[src/rtl/ieeedrv_pkg.sv]
// Shared types and constants for the IEEE drive controller-side sector engine.
package ieeedrv_pkg;

  localparam logic [7:0] HEADER_SYNC_CODE = 8'h08;
  localparam logic [7:0] DATA_SYNC_CODE   = 8'h07;
  localparam logic [7:0] TEST_SYNC_CODE   = 8'h0F;

  typedef enum logic [2:0] {
    JS_OK        = 3'd0,
    JS_NOT_FOUND = 3'd1,
    JS_HDR_CHK   = 3'd2,
    JS_DATA_CHK  = 3'd3,
    JS_WPROT     = 3'd4,
    JS_NO_DISK   = 3'd5
  } job_status_e;

  typedef enum logic [3:0] {
    S_IDLE,
    S_HUNT,
    S_CODE,
    S_HDR,
    S_DSYNC,
    S_DCODE,
    S_RDATA,
    S_WGAP,
    S_WSYNC,
    S_WDATA
  } state_e;

endpackage

[src/rtl/ieeedrv_byte_xor_acc.sv]
// Byte-wide XOR checksum accumulator; clear has priority over enable.
module ieeedrv_byte_xor_acc (
  input  logic       clk_sys,
  input  logic       reset,
  input  logic       clr,
  input  logic       en,
  input  logic [7:0] din,
  output logic [7:0] acc
);

  logic [7:0] acc_q, acc_d;

  always_comb begin
    acc_d = acc_q;
    if (clr)     acc_d = '0;
    else if (en) acc_d = acc_q ^ din;
  end

  always_ff @(posedge clk_sys) begin
    if (reset) acc_q <= '0;
    else       acc_q <= acc_d;
  end

  assign acc = acc_q;

endmodule

[src/rtl/ieeedrv_sector_xfer.sv]
// Sector transfer engine: finds a track/sector header in the byte stream and
// reads the 256-byte data block into a buffer or writes it back with checksum.
module ieeedrv_sector_xfer
  import ieeedrv_pkg::*;
#(
  parameter int unsigned HDR_TIMEOUT   = 64,
  parameter int unsigned SYNC_WR_BYTES = 3,
  parameter int unsigned WR_GAP_BYTES  = 2
) (
  input  logic        clk_sys,
  input  logic        reset,
  input  logic        job_start,
  input  logic        job_write,
  input  logic [7:0]  job_track,
  input  logic [4:0]  job_sector,
  output logic        job_busy,
  output logic        job_done,
  output logic [2:0]  job_status,
  output logic [15:0] hdr_id,
  output logic [7:0]  buf_addr,
  output logic        buf_we,
  output logic [7:0]  buf_wdata,
  input  logic [7:0]  buf_rdata,
  input  logic        wprot,
  input  logic        byte_n,
  input  logic        sync_rd_n,
  input  logic [7:0]  byte_rd,
  input  logic        error,
  output logic        rw,
  output logic        sync_wr,
  output logic [7:0]  byte_wr
);

  localparam logic [8:0] HDR_LAST  = 9'(HDR_TIMEOUT - 1);
  localparam logic [8:0] GAP_LAST  = 9'(WR_GAP_BYTES - 1);
  localparam logic [8:0] SYNC_LAST = 9'(SYNC_WR_BYTES - 1);

  state_e      state_q, state_d;
  logic [8:0]  cnt_q, cnt_d, hdr_cnt_q, hdr_cnt_d;
  logic [7:0]  job_trk_q, job_trk_d;
  logic [4:0]  job_sec_q, job_sec_d;
  logic        job_wr_q, job_wr_d;
  logic [7:0]  hdr_chk_q, hdr_chk_d, hdr_sec_q, hdr_sec_d, hdr_trk_q, hdr_trk_d, idh_q, idh_d;
  logic        job_busy_q, job_busy_d, job_done_q, job_done_d;
  job_status_e job_status_q, job_status_d;
  logic [15:0] hdr_id_q, hdr_id_d;
  logic [7:0]  buf_addr_q, buf_addr_d, buf_wdata_q, buf_wdata_d, byte_wr_q, byte_wr_d;
  logic        buf_we_q, buf_we_d, rw_q, rw_d, sync_wr_q, sync_wr_d;

  logic        strobe, fin, hdr_match, hdr_good;
  job_status_e fin_status;
  logic        acc_clr, acc_en;
  logic [7:0]  acc_din, chk;

  assign strobe = ~byte_n;

  ieeedrv_byte_xor_acc u_chk (
    .clk_sys (clk_sys),
    .reset   (reset),
    .clr     (acc_clr),
    .en      (acc_en),
    .din     (acc_din),
    .acc     (chk)
  );

  always_ff @(posedge clk_sys) begin
    if (reset) begin
      state_q      <= S_IDLE;
      cnt_q        <= '0;
      hdr_cnt_q    <= '0;
      job_trk_q    <= '0;
      job_sec_q    <= '0;
      job_wr_q     <= 1'b0;
      hdr_chk_q    <= '0;
      hdr_sec_q    <= '0;
      hdr_trk_q    <= '0;
      idh_q        <= '0;
      job_busy_q   <= 1'b0;
      job_done_q   <= 1'b0;
      job_status_q <= JS_OK;
      hdr_id_q     <= '0;
      buf_addr_q   <= '0;
      buf_wdata_q  <= '0;
      buf_we_q     <= 1'b0;
      rw_q         <= 1'b1;
      sync_wr_q    <= 1'b0;
      byte_wr_q    <= '0;
    end else begin
      state_q      <= state_d;
      cnt_q        <= cnt_d;
      hdr_cnt_q    <= hdr_cnt_d;
      job_trk_q    <= job_trk_d;
      job_sec_q    <= job_sec_d;
      job_wr_q     <= job_wr_d;
      hdr_chk_q    <= hdr_chk_d;
      hdr_sec_q    <= hdr_sec_d;
      hdr_trk_q    <= hdr_trk_d;
      idh_q        <= idh_d;
      job_busy_q   <= job_busy_d;
      job_done_q   <= job_done_d;
      job_status_q <= job_status_d;
      hdr_id_q     <= hdr_id_d;
      buf_addr_q   <= buf_addr_d;
      buf_wdata_q  <= buf_wdata_d;
      buf_we_q     <= buf_we_d;
      rw_q         <= rw_d;
      sync_wr_q    <= sync_wr_d;
      byte_wr_q    <= byte_wr_d;
    end
  end

  // At the id_lo strobe the accumulator holds sector^track^idh, so one more XOR completes it.
  always_comb begin
    state_d    = state_q;
    fin        = 1'b0;
    fin_status = JS_OK;
    hdr_match  = (hdr_sec_q == {3'b000, job_sec_q}) && (hdr_trk_q == job_trk_q);
    hdr_good   = ((chk ^ byte_rd) == hdr_chk_q);
    if (state_q != S_IDLE && error) begin
      fin        = 1'b1;
      fin_status = JS_NO_DISK;
    end else begin
      case (state_q)
        S_IDLE:
          if (job_start) begin
            if (job_write && wprot) begin
              fin        = 1'b1;
              fin_status = JS_WPROT;
            end else begin
              state_d = S_HUNT;
            end
          end
        S_HUNT:  if (!sync_rd_n) state_d = S_CODE;
        S_CODE:  if (strobe) state_d = (byte_rd == HEADER_SYNC_CODE) ? S_HDR : S_HUNT;
        S_HDR:
          if (strobe && cnt_q == 9'd4) begin
            if (hdr_match && !hdr_good) begin
              fin        = 1'b1;
              fin_status = JS_HDR_CHK;
            end else if (hdr_match) begin
              state_d = job_wr_q ? S_WGAP : S_DSYNC;
            end else if (hdr_cnt_q == HDR_LAST) begin
              fin        = 1'b1;
              fin_status = JS_NOT_FOUND;
            end else begin
              state_d = S_HUNT;
            end
          end
        S_DSYNC: if (!sync_rd_n) state_d = S_DCODE;
        S_DCODE:
          if (strobe) begin
            if (byte_rd == DATA_SYNC_CODE) state_d = S_RDATA;
            else begin
              fin        = 1'b1;
              fin_status = JS_NOT_FOUND;
            end
          end
        S_RDATA:
          if (strobe && cnt_q == 9'd256) begin
            fin        = 1'b1;
            fin_status = (byte_rd == chk) ? JS_OK : JS_DATA_CHK;
          end
        S_WGAP:  if (strobe && cnt_q == GAP_LAST) state_d = S_WSYNC;
        S_WSYNC: if (strobe && cnt_q == SYNC_LAST) state_d = S_WDATA;
        S_WDATA:
          if (strobe && cnt_q == 9'd257) begin
            fin        = 1'b1;
            fin_status = JS_OK;
          end
        default: state_d = S_IDLE;
      endcase
    end
    if (fin) state_d = S_IDLE;
  end

  always_comb begin
    cnt_d        = cnt_q;
    hdr_cnt_d    = hdr_cnt_q;
    job_trk_d    = job_trk_q;
    job_sec_d    = job_sec_q;
    job_wr_d     = job_wr_q;
    hdr_chk_d    = hdr_chk_q;
    hdr_sec_d    = hdr_sec_q;
    hdr_trk_d    = hdr_trk_q;
    idh_d        = idh_q;
    job_busy_d   = job_busy_q;
    job_done_d   = 1'b0;
    job_status_d = job_status_q;
    hdr_id_d     = hdr_id_q;
    buf_addr_d   = buf_addr_q;
    buf_wdata_d  = buf_wdata_q;
    buf_we_d     = 1'b0;
    rw_d         = rw_q;
    sync_wr_d    = sync_wr_q;
    byte_wr_d    = byte_wr_q;
    acc_clr      = 1'b0;
    acc_en       = 1'b0;
    acc_din      = byte_rd;
    case (state_q)
      S_IDLE:
        if (job_start) begin
          job_trk_d  = job_track;
          job_sec_d  = job_sector;
          job_wr_d   = job_write;
          hdr_cnt_d  = '0;
          job_busy_d = 1'b1;
        end
      S_CODE:
        if (strobe) begin
          cnt_d   = '0;
          acc_clr = 1'b1;
        end
      S_HDR:
        if (strobe) begin
          cnt_d = cnt_q + 9'd1;
          case (cnt_q)
            9'd0: hdr_chk_d = byte_rd;
            9'd1: begin hdr_sec_d = byte_rd; acc_en = 1'b1; end
            9'd2: begin hdr_trk_d = byte_rd; acc_en = 1'b1; end
            9'd3: begin idh_d     = byte_rd; acc_en = 1'b1; end
            default: begin
              cnt_d = '0;
              if (hdr_match && hdr_good) hdr_id_d = {idh_q, byte_rd};
              if (!hdr_match) hdr_cnt_d = hdr_cnt_q + 9'd1;
            end
          endcase
        end
      S_DCODE:
        if (strobe) begin
          cnt_d   = '0;
          acc_clr = 1'b1;
        end
      S_RDATA:
        if (strobe && !cnt_q[8]) begin
          buf_addr_d  = cnt_q[7:0];
          buf_wdata_d = byte_rd;
          buf_we_d    = 1'b1;
          acc_en      = 1'b1;
          cnt_d       = cnt_q + 9'd1;
        end
      S_WGAP:
        if (strobe) begin
          cnt_d = cnt_q + 9'd1;
          if (cnt_q == GAP_LAST) begin
            rw_d      = 1'b0;
            sync_wr_d = 1'b1;
            cnt_d     = '0;
          end
        end
      S_WSYNC:
        if (strobe) begin
          cnt_d = cnt_q + 9'd1;
          if (cnt_q == SYNC_LAST) begin
            sync_wr_d  = 1'b0;
            byte_wr_d  = DATA_SYNC_CODE;
            buf_addr_d = '0;
            acc_clr    = 1'b1;
            cnt_d      = '0;
          end
        end
      S_WDATA:
        // buf_rdata for address k settles two cycles after strobe k-1, well inside a byte period.
        if (strobe) begin
          cnt_d   = cnt_q + 9'd1;
          acc_din = buf_rdata;
          if (!cnt_q[8]) begin
            byte_wr_d = buf_rdata;
            acc_en    = 1'b1;
            if (cnt_q != 9'd255) buf_addr_d = buf_addr_q + 8'd1;
          end else if (cnt_q == 9'd256) begin
            byte_wr_d = chk;
          end
        end
      default: ;
    endcase
    if (fin) begin
      job_done_d   = 1'b1;
      job_status_d = fin_status;
      job_busy_d   = 1'b0;
      rw_d         = 1'b1;
      sync_wr_d    = 1'b0;
    end
  end

  assign job_busy   = job_busy_q;
  assign job_done   = job_done_q;
  assign job_status = job_status_q;
  assign hdr_id     = hdr_id_q;
  assign buf_addr   = buf_addr_q;
  assign buf_we     = buf_we_q;
  assign buf_wdata  = buf_wdata_q;
  assign rw         = rw_q;
  assign sync_wr    = sync_wr_q;
  assign byte_wr    = byte_wr_q;

endmodule

[config.mk]
export PLATFORM = sky130hd
export DESIGN_NAME = ieeedrv_sector_xfer
export DESIGN_NICKNAME = d
export VERILOG_FILES = /design/src/rtl/ieeedrv_pkg.sv /design/src/rtl/ieeedrv_byte_xor_acc.sv /design/src/rtl/ieeedrv_sector_xfer.sv
export SDC_FILE = /design/constraint.sdc
export NUM_CORES = 1
export LEC_CHECK = 0
export CELL_PAD_IN_SITES_DETAIL_PLACEMENT = 0
export CELL_PAD_IN_SITES_GLOBAL_PLACEMENT = 1
export CORE_MARGIN = 2
export CORE_UTILIZATION = 30
export DETAILED_ROUTE_END_ITERATION = 10
export GPL_ROUTABILITY_DRIVEN = 1
export PLACE_DENSITY = 0.62
export SYNTH_ARGS = -nofsm -noshare
export SYNTH_HDL_FRONTEND = slang
export SYNTH_SLANG_ARGS = --single-unit
export TNS_END_PERCENT = 30
[constraint.sdc]
create_clock -name clk_sys -period 9.6 [get_ports clk_sys]
set_input_delay 2.88 -clock clk_sys [delete_from_list [all_inputs] [get_ports clk_sys]]
set_output_delay 2.88 -clock clk_sys [all_outputs]
set_load 0.03 [all_outputs]
==> reports/qor.yml, run 1 <==
cts_resized: 0
use_met3_pct: 3.93
synth_cell_types: 61
worstHoldPathType: "reg2reg"
critPathCaptureType: "flip-flop"
status: "finished, final reports clean"
gp_congestion: 0.818
io-pin-count: 85
critical_path_required_ps: 9940
min_to: "rw"
fin_crit_ps: 5680
cap_violations: 0
drtAntennaViolNets: 0
critPathKind: "in2reg"
cts_setup_buffers: 0
swShare_pct: 28.5
p_sw_uw: 399
r2r_slack_ps: 6320
placed_area_mm2: 0.00724
rows: 52
syn_area_mm2: 0.00624
p_per_area_mw_per_mm2: 179
yosysSeqAreaShare_pct: 39.8
ys_seq_elements: 124
synthCells: 744
period_share_pct: 59.2
antenna_cells: 0
irDropWorstVdd_mv: 0.126
reg2regPathDepth: 8
syn_area_per_cell_um2: 8.39
numCtsBuffers: 17
cts_htree_levels: 4
grt.busiest_layer: "met2"
grt_max_degree: 96
drive_gt1_share_pct: 6.40
final_area_mm2: 0.00784
via_count: 5597
met1_usage_pct: 24.3
grtUsageTotal_pct: 17.1
die_w_um: 148
initial_core_util_pct: 30.8
antenna_found_initial: 0
skew_ps: 10.5
die_height_um: 148
syn_nets: 788
portBuffers: 84
route.detailed.drc: 0
worstSetupStartpointType: "input port"
seqPwrFrac_pct: 39.9
synthFlopType: "dfxtp_1"
min_path_cells: 1
max_slew.worst_pin.slew_ps: 1120
die_area_mm2: 0.0220
worstHoldStart: "rw"
grt_first_pass_wirelength_um: 29800
synth-async-reset-ratio_pct: 0
finalHoldViolCount: 0
layout.nets: 844
use_met2_pct: 25.9
r2r-start: "cnt_q[8]"
cp.arrival_ps: 6020
drt_iter0_markers: 360
overflow: 0
core_area_mm2: 0.0203
area_delta_synth_final_pct: 25.5
r2r-end: "buf_addr[0]"
insertion_delay_ps: 420
clk_path_buf_depth: 2
ys_warn_count: 0
fillCellCount: 2083
worstPathMaxFanout: 17
cts_tree: "built"
clockPowerShare_pct: 45.8
hpwl_um: 12900
synth-edff-count: 0
firstDrtPassIters: 5
clock-sinks: 124
p_int_uw: 1000
p_leak_uw: 0.00276
cts_hold_buf: 0
setup_violations: 0
slew-limit-headroom_pct: 25.2
combPwrFrac_pct: 14.3
clockRootBuffer: "clkbuf_16"
drv_slew: 0
path_clk_slew_ps: 60
max_freq_ghz: 0.176
viasPerCell: 5.17
setup_tns_ps: 0
wire_per_inst_um: 17.1
rsz0062_at_grt: "no"
wl_um: 18500
grt_pass1_vias: 5426
[through the flow]
| step | utilization [%] | power, uW | worst slack, ps | std cells | hold WS, ps |
|---|---|---|---|---|---|
| 5_1_grt | 38.6 | 1470 | 3770 | 1083 | 476 |
| 3_3_place_gp | 35.7 | 772 | 3600 | 1051 | 446 |
| 6_report | 38.6 | 1400 | 3920 | 1083 | 453 |
| 4_1_cts | 38.6 | 1420 | 3920 | 1083 | 460 |
| 2_1_floorplan | - | 703 | 4540 | 744 | 443 |
| 3_5_place_dp | 35.7 | 772 | 3480 | 1051 | 445 |
[cell usage after synthesis, drive strengths merged, types with 3 or more instances]
master / instances / area (um^2)
a2111o: 7 / 78.8
a211oi: 5 / 37.5
a21o: 3 / 22.5
a21oi: 65 / 325
a22oi: 5 / 37.5
a311oi: 7 / 61.3
a31oi: 4 / 25.0
and2: 3 / 18.8
and3: 7 / 43.8
buf: 13 / 88.8
clkbuf: 43 / 163
dfxtp: 124 / 2480
ha: 7 / 87.6
inv: 10 / 37.5
mux2i: 47 / 470
nand2: 80 / 300
nand3: 42 / 210
nand4: 13 / 81.3
nor2: 92 / 345
nor3: 9 / 55.1
nor4: 9 / 86.3
nor4b: 5 / 43.8
o2111ai: 3 / 26.3
o21a: 3 / 22.5
o21ai: 44 / 220
or2: 4 / 25.0
or4: 7 / 56.3
xnor2: 22 / 193
xnor3: 6 / 135
xor2: 18 / 158
[flip-flops by register name, summed over array words and instances, names as in the netlist, 3 cells and up]
name        flops
buf_addr        8
job_trk_q       8
byte_wr         8
job_status      3
buf_wdata       8
hdr_cnt_q       9
hdr_chk_q       8
hdr_trk_q       8
hdr_sec_q       8
idh_q           8
job_sec_q       5
cnt_q           9
hdr_id         16
state_q         4
u_chk.acc       8
[metal layers]
metal | part of all wire [%] | vias up
li1 | - | 2764
met1 | 50 | 2683
met2 | 45 | 132
met3 | 4.0 | 18
met4 | 1.3 | 0
met5 | 0 | -
[cells by family after synthesis]
logic type	share of synthesized area (%)
mux	7.53
compound gates	16.5
xor+xnor	7.77
fa+ha+maj	1.40
buf+inv	4.69
simple gates	22.4
flops	39.8
[cells in the final DEF, fill, tap and decap left out, types with 4 or more instances in the layout]
cell	netlist	final
nor4_1	7	7
nor2_1	92	92
mux2i_1	47	47
and3_1	7	7
dfxtp_1	124	124
or4_1	6	6
nand3_1	42	42
or2_2	4	4
clkdlybuf4s50_1	0	83
a22oi_1	5	5
o21ai_0	32	32
xor2_1	18	18
a21oi_1	65	65
a311oi_1	7	7
nand2_1	80	80
a31oi_1	4	4
a2111o_1	7	7
a211oi_1	5	5
inv_1	10	10
nor4b_1	5	5
xnor2_1	22	22
buf_4	0	9
o21ai_1	12	12
nand4_1	13	13
clkbuf_16	0	17
ha_1	7	7
xnor3_1	6	6
nor3_1	7	7
[critical path: stages]
cell             delay (ps)
clkdlybuf4s50_1         660
xnor3_1                 510
nand4_1                  90
or4_4                   590
nor4_4                  890
nand3_1                 190
a21oi_1                 210
[power groups by stage]
stage / Combinational, uW / Clock, uW / Sequential, uW
after global placement: 202 / 0 / 570
final: 201 / 643 / 560
after detailed placement: 202 / 0 / 570
after floorplan: 145 / 0 / 558
after CTS: 203 / 656 / 559
after global routing: 225 / 687 / 563
[worst max path at each step]
stage / slack [ps] / end / depth (start not counted) / start
after global placement: 3600 / hdr_id[14] / 7 / byte_rd[4]
after floorplan: 4540 / hdr_id[10] / 9 / byte_rd[6]
after detailed placement: 3480 / hdr_id[11] / 7 / byte_rd[4]
after CTS: 3920 / hdr_id[11] / 7 / byte_rd[4]
after global routing: 3770 / hdr_id[11] / 7 / byte_rd[4]
final: 3920 / hdr_id[11] / 7 / byte_rd[4]
[layout make-up]
| class | count | area (um^2) | area share, % |
|---|---|---|---|
| inverters | 11 | 41.3 | 0.527 |
| multi-input cells | 553 | 3480 | 44.4 |
| clock inverters | 12 | 138 | 1.76 |
| repair buffers | 93 | 903 | 11.5 |
| clock buffers | 20 | 457 | 5.83 |
| well taps | 270 | 338 | 4.31 |
| flip-flops and latches | 124 | 2480 | 31.7 |
No activity file was read; power rests on OpenSTA's default activity.
==> run 2, diff against run 1 <==
--- a/config.mk
+++ b/config.mk
@@ -11,7 +11,7 @@
 export CORE_UTILIZATION = 30
 export DETAILED_ROUTE_END_ITERATION = 10
 export GPL_ROUTABILITY_DRIVEN = 1
-export PLACE_DENSITY = 0.62
+export PLACE_DENSITY = 0.65
 export SYNTH_ARGS = -nofsm -noshare
 export SYNTH_HDL_FRONTEND = slang
 export SYNTH_SLANG_ARGS = --single-unit
==> constraint.sdc (replaced) <==
create_clock -name clk_sys -period 4.7 [get_ports clk_sys]
set_input_delay 1.41 -clock clk_sys [delete_from_list [all_inputs] [get_ports clk_sys]]
set_output_delay 1.41 -clock clk_sys [all_outputs]
set_load 0.03 [all_outputs]
==> run 2 against run 1 <==
Register-to-register slack worse by 4500 ps; clock skew hardly changed; largest power group unchanged; sequential share of layout area is 0.34 points lower; global-route usage is 0.10 points higher; count of clock-buffer cells in the layout stayed put; first-iteration DRC count is 1.1% higher.
==> reports/qor.yml, run 2 (same netlist as run 1, synthesis figures left out) <==
antenna_cells: 0  # unchanged
gp_congestion: 0.816  # was 0.818
min_path_cells: 2  # was 1
core_area_mm2: 0.0203  # unchanged
max_slew.worst_pin.slew_ps: 1100  # was 1120 ps
setup_tns_ps: 0  # unchanged
cts_tree: "built"  # unchanged
via_count: 5576  # was 5,597
skew_ps: 10.2  # was 10.5 ps
slowest_delay_ps: 800  # was 890 ps
worstHoldStart: "sync_wr"  # was rw
reg2regPathDepth: 4  # was 8
clockRootBuffer: "clkbuf_16"  # unchanged
portBuffers: 84  # unchanged
setup_violations: 0  # unchanged
cts_resized: 0  # unchanged
finalHoldViolCount: 0  # unchanged
worstPathMaxFanout: 16  # was 17
overflow: 0  # unchanged
largest_reg_flops: 16  # unchanged
firstDrtPassIters: 5  # unchanged
critPathKind: "in2reg"  # unchanged
wl_um: 18500  # about the same
cts_htree_levels: 4  # unchanged
cts_hold_buf: 0  # unchanged
worstSetupStartpointType: "input port"  # unchanged
r2r_slack_ps: 1780  # was 6320 ps
clock-sinks: 124  # unchanged
critPathCaptureType: "flip-flop"  # unchanged
insertion_delay_ps: 420  # about the same
layout.nets: 857  # was 844
grtUsageTotal_pct: 17.2  # was 17.1%
max_freq_ghz: 0.262
irDropWorstVdd_mv: 0.249  # was 0.126 mV
wire_per_inst_um: 16.9  # was 17.1 um
route.detailed.drc: 0  # unchanged
layout_commonest_cell: "dfxtp_1"  # unchanged
cap_violations: 0  # unchanged
grt_pass1_vias: 5324  # was 5,426
rsz0062_at_grt: "no"  # unchanged
hpwl_um: 12800  # was 12,900 um
viasPerCell: 5.09  # was 5.17
p_per_area_mw_per_mm2: 354  # was 179 mW/mm^2
drtAntennaViolNets: 0  # unchanged
worst_path_max_delay_cell: "or4_1"  # was nor4_4
fin_util_pct: 39.0  # was 38.6%
status: "finished, final reports clean"  # unchanged
drt_iter0_markers: 364  # was 360
cts_setup_buffers: 0  # unchanged
path_clk_slew_ps: 60  # about the same
period_share_pct: 81.2
stdcell_count: 1096  # was 1,083
drv_slew: 0  # unchanged
grt_max_degree: 64  # was 96
numCtsBuffers: 17  # unchanged
drive_gt1_share_pct: 8.11  # was 6.40%
pre_cts_slack_ps: 443  # was 3480 ps
area_delta_synth_final_pct: 26.8  # was 25.5%
cp_num_buf_inv: 1  # unchanged
cp.arrival_ps: 4100  # was 6020 ps
p_leak_uw: 0.00281  # was 0.00276 uW
r2r-start: "state_q[0]"  # was cnt_q[8]
slew-limit-headroom_pct: 26.1  # was 25.2%
min_to: "sync_wr"  # was rw
clk_path_buf_depth: 2  # unchanged
setup_slack_ps: 883  # was 3920 ps
die_area_mm2: 0.0220  # unchanged
final_cell_mix: "dfxtp_1 (124), nor2_1 (92), clkdlybuf4s50_1 (83)"  # unchanged
die_height_um: 148  # unchanged
grt_first_pass_wirelength_um: 29800  # about the same
die_w_um: 148  # unchanged
initial_core_util_pct: 30.8  # unchanged
crit_chain: "clkdlybuf4s50_1, xnor3_1, nand4_1, or4_4, or4_1, o21ai_0, a21oi_1"  # was clkdlybuf4s50_1, xnor3_1, nand4_1, or4_4, nor4_4, nand3_1, a21oi_1
io-pin-count: 85  # unchanged
fin_crit_ps: 3820
rows: 52  # unchanged
r2r-end: "hdr_id[5]"  # was buf_addr[0]
antenna_found_initial: 0  # unchanged
critical_path_required_ps: 4980  # was 9940 ps
worstHoldPathType: "reg2reg"  # unchanged
critPathTopFamily: "simple AND/OR/NAND/NOR gates"  # unchanged
dpl.cell_count: 1064  # was 1,051
## run 2: cell count changes in the layout (fill, tap and decap cells not counted), sizes merged
cell / delta
buf: +13
inv: +3
bufinv: -2
clkinv: -1
## run 2: worst max path at each step
stage                     from  cells past startpoint  slack [ps]         end
CTS                 byte_rd[7]                      7         890   hdr_id[5]
global route        byte_rd[4]                      7         700   hdr_id[2]
global placement    byte_rd[6]                      7         450   hdr_id[5]
finish              byte_rd[7]                      7         880   hdr_id[5]
detailed placement  byte_rd[7]                      7         440   hdr_id[5]
floorplan           byte_rd[6]                      9        1110  hdr_id[10]
## run 2: worst register-to-register path, cell delays in order (launching register included)
cell and delay, ps:
dfxtp_1 890, nand4bb_1 610, or4_1 950, o21ai_0 260, a21oi_1 80
## run 2: power by group
part	internal, uW	switching (uW)	total [uW]
logic	162	266	429
registers	1090	59.4	1140
clock network	716	517	1230
total	1960	843	2810
## run 2: final cells by class
class,count,area [um^2]
fill,2098,12400
tap,270,338
inverter,11,41.3
sequential,124,2480
clock buffer,20,457
timing repair buffer,106,1000
multi-input combinational,553,3500
clock inverter,12,105
## run 2: per-stage QoR
| stage | total power, uW | hold slack [ps] | cell area, um^2 |
|---|---|---|---|
| after CTS | 2840 | 458 | 7920 |
| after detailed placement | 1590 | 446 | 7360 |
| after global placement | 1600 | 444 | 7360 |
| after floorplan | 1440 | 443 | 6240 |
| final | 2810 | 457 | 7920 |
| after global routing | 2940 | 466 | 7920 |
## run 2: routing by layer
layer,vias up,wire length [um],GRT usage (%)
li1,2801,-,-
met1,2647,9330,24.8
met2,114,8170,26.4
met3,14,825,3.87
met4,0,155,3.62
met5,-,0,0
==> run 3, diff against run 2 <==
--- a/config.mk
+++ b/config.mk
@@ -11,7 +11,7 @@
 export CORE_UTILIZATION = 30
 export DETAILED_ROUTE_END_ITERATION = 10
 export GPL_ROUTABILITY_DRIVEN = 1
-export PLACE_DENSITY = 0.65
+export PLACE_DENSITY = 0.62
 export SYNTH_ARGS = -nofsm -noshare
 export SYNTH_HDL_FRONTEND = slang
 export SYNTH_SLANG_ARGS = --single-unit
==> constraint.sdc (replaced) <==
create_clock -name clk_sys -period 3.6 [get_ports clk_sys]
set_input_delay 1.08 -clock clk_sys [delete_from_list [all_inputs] [get_ports clk_sys]]
set_output_delay 1.08 -clock clk_sys [all_outputs]
set_load 0.03 [all_outputs]
==> run 3 against run 2 <==
Largest power group unchanged; setup slack worse by 610 ps; critical endpoint is now hdr_id[2]; clock power increased by 54%; critical path type unchanged; largest cell class unchanged; combinational power up 35%; count of clock-buffer cells in the layout shrank 2.
==> reports/qor.yml, run 3 (same netlist as run 1, synthesis figures left out) <==
p_leak_uw: 0.00290  # was 0.00281 uW
setup_violations: 0  # unchanged
numCtsBuffers: 17  # unchanged
cp.arrival_ps: 3600  # was 4100 ps
wire_per_inst_um: 17.3  # was 16.9 um
drv_slew: 0  # unchanged
drive_gt1_share_pct: 9.31  # was 8.11%
worstSetupStartpointType: "input port"  # unchanged
setup_tns_ps: 0  # unchanged
critPathKind: "in2reg"  # unchanged
status: "finished, final reports clean"  # unchanged
die_height_um: 148  # unchanged
period_share_pct: 92.4
hpwl_um: 13400  # was 12,800 um
clockRootBuffer: "clkbuf_16"  # unchanged
antenna_found_initial: 0  # unchanged
critPathCaptureType: "flip-flop"  # unchanged
die_w_um: 148  # unchanged
portBuffers: 84  # unchanged
worstHoldPathType: "reg2reg"  # unchanged
min_path_cells: 2  # unchanged
clock-sinks: 124  # unchanged
layout_commonest_cell: "dfxtp_1"  # unchanged
worstPathMaxFanout: 16  # unchanged
firstDrtPassIters: 4  # was 5
reg2regPathDepth: 7  # was 4
final_cell_mix: "dfxtp_1 (124), nor2_1 (92), clkdlybuf4s50_1 (83)"  # unchanged
via_count: 5787  # was 5,576
cap_violations: 0  # unchanged
area_delta_synth_final_pct: 29.3  # was 26.8%
largest_reg_flops: 16  # unchanged
wl_um: 19200  # was 18,500 um
cts_resized: 0  # unchanged
insertion_delay_ps: 420  # about the same
finalHoldViolCount: 0  # unchanged
drtAntennaViolNets: 0  # unchanged
grt_first_pass_wirelength_um: 30400  # was 29,800 um
layout.nets: 869  # was 857
cts_tree: "built"  # unchanged
core_area_mm2: 0.0203  # unchanged
antenna_cells: 0  # unchanged
max_slew.worst_pin.slew_ps: 1140  # was 1100 ps
path_clk_slew_ps: 60  # about the same
io-pin-count: 85  # unchanged
grt_max_degree: 74  # was 64
max_freq_ghz: 0.301
grt_pass1_vias: 5579  # was 5,324
viasPerCell: 5.22  # was 5.09
clk_path_buf_depth: 2  # unchanged
fillCellCount: 2093  # was 2,098
die_area_mm2: 0.0220  # unchanged
irDropWorstVdd_mv: 0.301  # was 0.249 mV
cts_htree_levels: 4  # unchanged
fin_crit_ps: 3330
p_per_area_mw_per_mm2: 490  # was 354 mW/mm^2
critical_path_required_ps: 3870  # was 4980 ps
route.detailed.drc: 0  # unchanged
overflow: 0  # unchanged
rsz0062_at_grt: "no"  # unchanged
grtUsageTotal_pct: 17.6  # was 17.2%
slew-limit-headroom_pct: 23.7  # was 26.1%
skew_ps: 9.84  # was 10.2 ps
cts_hold_buf: 0  # unchanged
rows: 52  # unchanged
cts_setup_buffers: 0  # unchanged
drt_iter0_markers: 260  # was 364
initial_core_util_pct: 30.8  # unchanged
hold_ws_ps: 456  # was 457 ps
gp_congestion: 0.834  # was 0.816
run 3: through the flow:
stage	util [%]	power, uW	setup slack (ps)	instance area (um^2)	cells
after CTS	39.8	3990	285	8080	1108
after global placement	36.6	2090	-124	7430	1076
after detailed placement	36.6	2100	-144	7430	1076
after global routing	39.8	4120	172	8080	1108
after floorplan	-	1870	340	6240	744
final	39.8	3960	273	8080	1108
run 3: layout make-up:
class / instances / area (um^2) / area share, %
inverters: 11 / 41.3 / 0.511
flip-flops and latches: 124 / 2480 / 30.7
clock buffers: 18 / 439 / 5.44
multi-input cells: 553 / 3480 / 43.0
repair buffers: 118 / 1090 / 13.5
well taps: 270 / 338 / 4.18
clock inverters: 14 / 208 / 2.57
run 3: power by group:
| group | internal (uW) | leakage [uW] | switching, uW |
|---|---|---|---|
| Combinational | 225 | 0.00159 | 354 |
| Sequential | 1420 | 0.00100 | 73.2 |
| Clock | 1190 | 0.000310 | 695 |
run 3: routing by layer:
layer	GRT usage, %	vias to the layer above	part of all wire (%)
met1	24.4	2798	49
li1	-	2812	-
met2	27.2	160	45
met3	4.26	17	4.9
met5	0	-	0
met4	5.05	0	1.0
run 3: worst paths after layout:
| path | startpoint | endpoint | slack [ps] |
|---|---|---|---|
| worst min register to register | buf_wdata[5] | buf_wdata[5] | 460 |
| worst max register to register | state_q[2] | job_status[1] | 740 |
| worst min-delay path | buf_wdata[5] | buf_wdata[5] | 460 |
| worst max-delay path | byte_rd[7] | hdr_id[2] | 270 |
run 3: critical path, cell delays in order:
cell,delay [ps]
clkdlybuf4s50_1,470
xnor3_1,410
nand4_1,90
or4_4,540
or4_1,520
buf_4,210
o21ai_0,170
a21oi_1,90
